`config.mk`:
```
export PLATFORM = sky130hd
export DESIGN_NAME = alu_pipe
export DESIGN_NICKNAME = d
export VERILOG_FILES = /design/src/rtl/alu_pipe.sv
export SDC_FILE = /design/constraint.sdc
export NUM_CORES = 2
export LEC_CHECK = 0
export ABC_AREA = 0
export BUFFER_PORTS_ARGS = -buffer_cell sky130_fd_sc_hd__buf_2
export CORE_ASPECT_RATIO = 1.1
export CORE_MARGIN = 2
export CORE_UTILIZATION = 35
export DETAILED_ROUTE_END_ITERATION = 10
export PLACE_DENSITY = 0.5
export REMOVE_ABC_BUFFERS = 1
export SETUP_SLACK_MARGIN = 0.3
export SYNTH_ARGS = -nofsm -noshare
export SYNTH_HDL_FRONTEND = slang
export SYNTH_SLANG_ARGS = --single-unit
```
`constraint.sdc`:
```
create_clock -name clk -period 34.2 [get_ports clk]
set_input_delay 10.26 -clock clk [delete_from_list [all_inputs] [get_ports clk]]
set_output_delay 10.26 -clock clk [all_outputs]
set_load 0.005 [all_outputs]
```
`src/rtl/alu_pipe.sv`:
```
// Pipelined ALU: single-pass ops flow through a LAT-deep register pipeline, while
// unsigned multiply runs on a sequential radix-2 shift-add unit sharing the output stage.
module alu_pipe #(
  parameter int WIDTH = 64,
  parameter int LAT   = 3
) (
  input  logic             clk,
  input  logic             rst,
  input  logic             in_valid,
  output logic             in_ready,
  input  logic [WIDTH-1:0] a,
  input  logic [WIDTH-1:0] b,
  input  logic [3:0]       opcode,
  output logic             out_valid,
  input  logic             out_ready,
  output logic [WIDTH-1:0] out,
  output logic [WIDTH-1:0] out1,
  output logic             cf,
  output logic             zf,
  output logic             err
);

  localparam int SH_W  = $clog2(WIDTH);
  localparam int RES_W = 2*WIDTH + 3;

  localparam logic [3:0] OP_AND  = 4'h0;
  localparam logic [3:0] OP_OR   = 4'h1;
  localparam logic [3:0] OP_XOR  = 4'h2;
  localparam logic [3:0] OP_NOT  = 4'h3;
  localparam logic [3:0] OP_NEG  = 4'h4;
  localparam logic [3:0] OP_ADD  = 4'h5;
  localparam logic [3:0] OP_SUB  = 4'h6;
  localparam logic [3:0] OP_MUL  = 4'h7;
  localparam logic [3:0] OP_R8   = 4'h8;
  localparam logic [3:0] OP_R9   = 4'h9;
  localparam logic [3:0] OP_RA   = 4'hA;
  localparam logic [3:0] OP_SHL  = 4'hB;
  localparam logic [3:0] OP_PASS = 4'hC;
  localparam logic [3:0] OP_SWAP = 4'hD;
  localparam logic [3:0] OP_EQ   = 4'hE;

  typedef enum logic [1:0] {S_IDLE, S_BUSY, S_DONE} state_t;

  // Result word layout: {err, zf, cf, out1, out}
  function automatic logic [RES_W-1:0] alu_eval(input logic [3:0] op,
                                                input logic [WIDTH-1:0] x,
                                                input logic [WIDTH-1:0] y);
    logic [WIDTH-1:0] lo;
    logic [WIDTH-1:0] hi;
    logic [WIDTH:0]   sum;
    logic             c;
    logic             e;
    lo  = '0;
    hi  = '0;
    sum = '0;
    c   = 1'b0;
    e   = 1'b0;
    case (op)
      OP_AND:  lo = x & y;
      OP_OR:   lo = x | y;
      OP_XOR:  lo = x ^ y;
      OP_NOT:  lo = ~x;
      OP_NEG:  lo = '0 - x;
      OP_ADD: begin
        sum = {1'b0, x} + {1'b0, y};
        lo  = sum[WIDTH-1:0];
        c   = sum[WIDTH];
      end
      OP_SUB: begin
        lo = x - y;
        c  = (x < y);
      end
      OP_R8, OP_R9, OP_RA: e = 1'b1;
      OP_SHL:  lo = x << y[SH_W-1:0];
      OP_PASS: lo = x;
      OP_SWAP: begin
        lo = y;
        hi = x;
      end
      OP_EQ:   lo = (x == y) ? WIDTH'(1) : '0;
      default: lo = '0;
    endcase
    return {e, ({hi, lo} == '0), c, hi, lo};
  endfunction

  state_t               r_state;
  state_t               w_state_nxt;
  logic [SH_W-1:0]      r_cnt;
  logic [WIDTH-1:0]     r_mcand;
  logic [2*WIDTH-1:0]   r_prod;
  logic [WIDTH:0]       w_psum;
  logic [2*WIDTH-1:0]   w_prod_nxt;
  logic                 w_mul_last;

  logic                 r_vld_po;
  logic [RES_W-1:0]     r_res_po;
  logic                 w_adv;
  logic                 w_is_mul;
  logic                 w_pipe_empty;
  logic                 w_acc;
  logic                 w_acc_sp;
  logic                 w_acc_mul;
  logic                 w_tail_vld;
  logic [RES_W-1:0]     w_tail_res;
  logic [RES_W-1:0]     w_res;

  assign w_adv     = !r_vld_po || out_ready;
  assign w_is_mul  = (opcode == OP_MUL);
  assign in_ready  = !rst && w_adv && (r_state == S_IDLE) && (!w_is_mul || w_pipe_empty);
  assign w_acc     = in_valid && in_ready;
  assign w_acc_sp  = w_acc && !w_is_mul;
  assign w_acc_mul = w_acc && w_is_mul;
  assign w_res     = alu_eval(opcode, a, b);

  // Stages p0 .. p(LAT-2): result computed on entry, then only carried forward
  generate
    if (LAT == 1) begin : g_direct
      assign w_tail_vld   = w_acc_sp;
      assign w_tail_res   = w_res;
      assign w_pipe_empty = !r_vld_po;
    end else begin : g_stages
      logic [LAT-2:0]   r_vld_p;
      logic [RES_W-1:0] r_res_p [LAT-1];

      always_ff @(posedge clk) begin
        if (rst) begin
          r_vld_p <= '0;
        end else if (w_adv) begin
          r_vld_p[0] <= w_acc_sp;
          for (int i = 1; i < LAT-1; i++) r_vld_p[i] <= r_vld_p[i-1];
        end
      end

      always_ff @(posedge clk) begin
        if (w_adv) begin
          r_res_p[0] <= w_res;
          for (int i = 1; i < LAT-1; i++) r_res_p[i] <= r_res_p[i-1];
        end
      end

      assign w_tail_vld   = r_vld_p[LAT-2];
      assign w_tail_res   = r_res_p[LAT-2];
      assign w_pipe_empty = !r_vld_po && (r_vld_p == '0);
    end
  endgenerate

  // Multiplier: product register starts as {0, b}; each step adds a into the upper half and shifts right
  assign w_psum     = {1'b0, r_prod[2*WIDTH-1:WIDTH]} + (r_prod[0] ? {1'b0, r_mcand} : '0);
  assign w_prod_nxt = {w_psum, r_prod[WIDTH-1:1]};
  assign w_mul_last = (r_state == S_BUSY) && (r_cnt == SH_W'(WIDTH-1));

  always_ff @(posedge clk) begin
    if (rst) r_state <= S_IDLE;
    else     r_state <= w_state_nxt;
  end

  always_comb begin
    w_state_nxt = r_state;
    case (r_state)
      S_IDLE:  if (w_acc_mul)  w_state_nxt = S_BUSY;
      S_BUSY:  if (w_mul_last) w_state_nxt = S_DONE;
      S_DONE:  if (out_ready)  w_state_nxt = S_IDLE;
      default: w_state_nxt = S_IDLE;
    endcase
  end

  always_ff @(posedge clk) begin
    if (rst)                     r_cnt <= '0;
    else if (w_acc_mul)          r_cnt <= '0;
    else if (r_state == S_BUSY)  r_cnt <= r_cnt + 1'b1;
  end

  always_ff @(posedge clk) begin
    if (w_acc_mul) begin
      r_mcand <= a;
      r_prod  <= {{WIDTH{1'b0}}, b};
    end else if (r_state == S_BUSY) begin
      r_prod  <= w_prod_nxt;
    end
  end

  // Output stage: shared by the pipeline tail and the multiplier; the pipeline is empty whenever the multiplier finishes
  always_ff @(posedge clk) begin
    if (rst) begin
      r_vld_po <= 1'b0;
      r_res_po <= '0;
    end else if (w_mul_last) begin
      r_vld_po <= 1'b1;
      r_res_po <= {1'b0, (w_prod_nxt == '0), 1'b0, w_prod_nxt};
    end else if (w_adv) begin
      r_vld_po <= w_tail_vld;
      r_res_po <= w_tail_res;
    end
  end

  assign out_valid = r_vld_po;
  assign out       = r_res_po[WIDTH-1:0];
  assign out1      = r_res_po[2*WIDTH-1:WIDTH];
  assign cf        = r_res_po[2*WIDTH];
  assign zf        = r_res_po[2*WIDTH+1];
  assign err       = r_res_po[2*WIDTH+2];

endmodule

```
==> run summary <==
status: completed
Fin Hold WS: 0.411 ns
minimum clock period after layout: 22.49 ns
layout cell share with drive strength beyond 1: 0.141
Crit Path Class: primary input to output port
Die W: 353 µm
synth warn: 0
Die Y-Extent: 388 µm
pin count of the biggest net entering global routing: 152
Post-Synth Adder-Cell Area: 0.0727
first drt pass iteration count: 8
grt total ovfl: 0
WL/cell: 31.8 µm
Yosys reg bits: 596
ANT nets after route: 0
Fillers: 13900
cell mode on critical path: buf_2
Hold WC Path Type: flip-flop to flip-flop
nets: 5864
Fmax: 44.5 MHz
CP max-delay cell: nor2_1
Final Cell Area: 52200 µm²
Cells after Synth: 5454
Yosys cell types: 99
Worst setup EP type: output port
port bufs: 268
Post-synth EDFFs: 390
max-cap violations: 0
crit start category: primary input
P_leak: 20.3 nW
Setup TNS: 0 ns
number of setup violations in the final report: 0
num rows: 141
period utilization: 0.657
I/O pin count: 269
crit path cell chain: buf_2 -> buf_4 -> nand2_1 -> nor2_1 -> a21oi_1 -> buf_2
maximum clock insertion buffer count: 3
Critical Path RT: 23.94 ns
area of the multi-input gates: 28700 µm²
Primary FF master, synth: edfxtp_1
Seq. cell area: 15800 µm²
R2R cell count: 16
gr usage total: 0.327
Least-Margin Pin Slew: 1.18 ns
Async SR Flop Fraction: 0
TritonCTS Buffers: 71
slew margin rel.: 0.195
Power Density: 48.7 nW/µm²
cts repair resizes: 0
GPL Wtd Cong: 0.999
number of global-route vias before repair: 43500
clock sink total: 596
Compound-Gate Fraction of Synth Area: 0.225
post-CTS setup buffer count: 0
Final Non-Filler Cells: 7308
Total Wirelength: 232000 µm
Placed Area: 49800 µm²
final worst slack: 11.71 ns
main combinational cell family by area after synthesis: compound AO/OA/AOI/OAI gates
DIE AREA: 137000 µm²
mean post-synth cell area: 8.61 µm²
crit path DAT: 12.23 ns
Final Skew: 0.0305 ns
vias per cell: 6.36
max incr delay on CP: 0.60 ns
Post-Synth Simple-Gate Area: 0.200
dpl cells: 7171
H-tree depth: 3
Starting Density: 0.351
Post-Syn Area: 47000 µm²
via count: 46500
clock-pin slew on the worst setup and hold paths: 0.06 ns
xor and xnor area share after synthesis: 0.0235
crit-path max FO: 41
DR iter-0 viols: 5784
VDD IR-drop max: 0.0373 mV
RSZ-0062 raised after global routing: no
post-DP HPWL: 178000 µm
initial antenna violation count: 29
CTS tree: yes
Clock Latency Late Sink: 0.70 ns
first-pass GRT wire length: 327000 µm
DRC violations left: 0
Post-CTS Hold Fix Bufs: 0
Clock Tree Root: clkbuf_16
WHS Path Cells: 0
Core Region: 134000 µm²
final hold viol count: 0
final max-slew violation count: 0
pre-CTS setup slack: 11.76 ns
sequential share of the synthesized area: 0.337
area grow syn2layout: 11.0%
mux share of post-synthesis cell area: 0.0864
==> kinds of logic (layout without fill, tap and decap cells) <==
kind of cell | after synthesis | in the layout
AO/OA/AOI/OAI | 1547 | 1547
flip-flops | 596 | 596
XOR/XNOR | 126 | 126
AND/OR/NAND/NOR | 1948 | 1948
adder cells (fa/ha/maj) | 271 | 271
multiplexers | 297 | 297
other | 0 | 6
buffers and inverters | 669 | 730
==> synth_stat cells (all sizes together) (86+ instances only) <==
library cell | n | area, µm²
nor4 | 102 | 672
inv | 230 | 863
dfxtp | 206 | 4120
mux2 | 107 | 1200
mux2i | 114 | 1140
nand3 | 108 | 541
clkbuf | 351 | 1320
ha | 268 | 3350
xnor2 | 99 | 867
o21ai | 252 | 1260
edfxtp | 390 | 11700
nor2 | 403 | 1520
o22ai | 98 | 613
a211oi | 86 | 646
and2 | 99 | 619
a21oi | 343 | 1720
nand2 | 685 | 2570
a311oi | 96 | 841
nor3 | 177 | 912
==> metal layers <==
metal  share of wire  global-route usage
met1            0.44               0.462
met2            0.43               0.489
met3           0.084              0.0518
met4           0.049               0.144
met5         0.00066                   0
==> power breakdown <==
group          switching, W  internal, W  total (W)
registers         0.0000382     0.000855   0.000893
logic              0.000593     0.000277   0.000870
clock network      0.000333     0.000444   0.000777
==> metrics by stage <==
stage	total power, W	util
2_1_floorplan	0.00141	-
3_3_place_gp	0.00175	0.372
3_5_place_dp	0.00175	0.372
4_1_cts	0.00254	0.390
5_1_grt	0.00265	0.390
6_report	0.00254	0.390
==> critical path: cells and delay by family <==
family          cells  cell delay, ns
compound gates      1            0.26
simple gates        2            0.92
buf+inv             3            0.75
==> cells in the final DEF (no fill, tap or decap), types with 99 or more instances in the layout <==
cell type,n
nand3_1,107
mux2i_1,114
nor2_1,396
buf_2,262
nand2_1,683
edfxtp_1,390
xnor2_1,99
a21oi_1,343
ha_1,268
mux2_2,107
o21ai_0,249
nor3_1,171
inv_1,226
buf_4,102
dfxtp_1,206
==> path summary, 6_finish.rpt <==
kind,startpoint,end,slack [ns]
worst min-delay path,g_stages.r_res_p[0][111],g_stages.r_res_p[0][242],0.41
worst max register to register,r_prod[0],r_res_po[129],27.12
worst min register to register,g_stages.r_res_p[0][111],g_stages.r_res_p[0][242],0.41
worst max-delay path,opcode[1],in_ready,11.71
==> state kept, by name (all words and copies together), names as in the netlist <==
| name | cells |
|---|---|
| g_stages.r_vld_p | 2 |
| r_prod | 128 |
| r_mcand | 64 |
| r_res_po | 131 |
| r_state | 2 |
| out_valid | 1 |
| g_stages.r_res_p | 262 |
| r_cnt | 6 |
==> final cells by class <==
cell class	count	area share
multi-input cells	4189	0.550
flip-flops and latches	596	0.304
well taps	1787	0.0429
repair buffers	366	0.0406
clock buffers	96	0.0372
inverters	233	0.0170
clock inverters	35	0.00818
diodes	6	0.000288
Note: power is estimated with default switching activity, not from simulation.
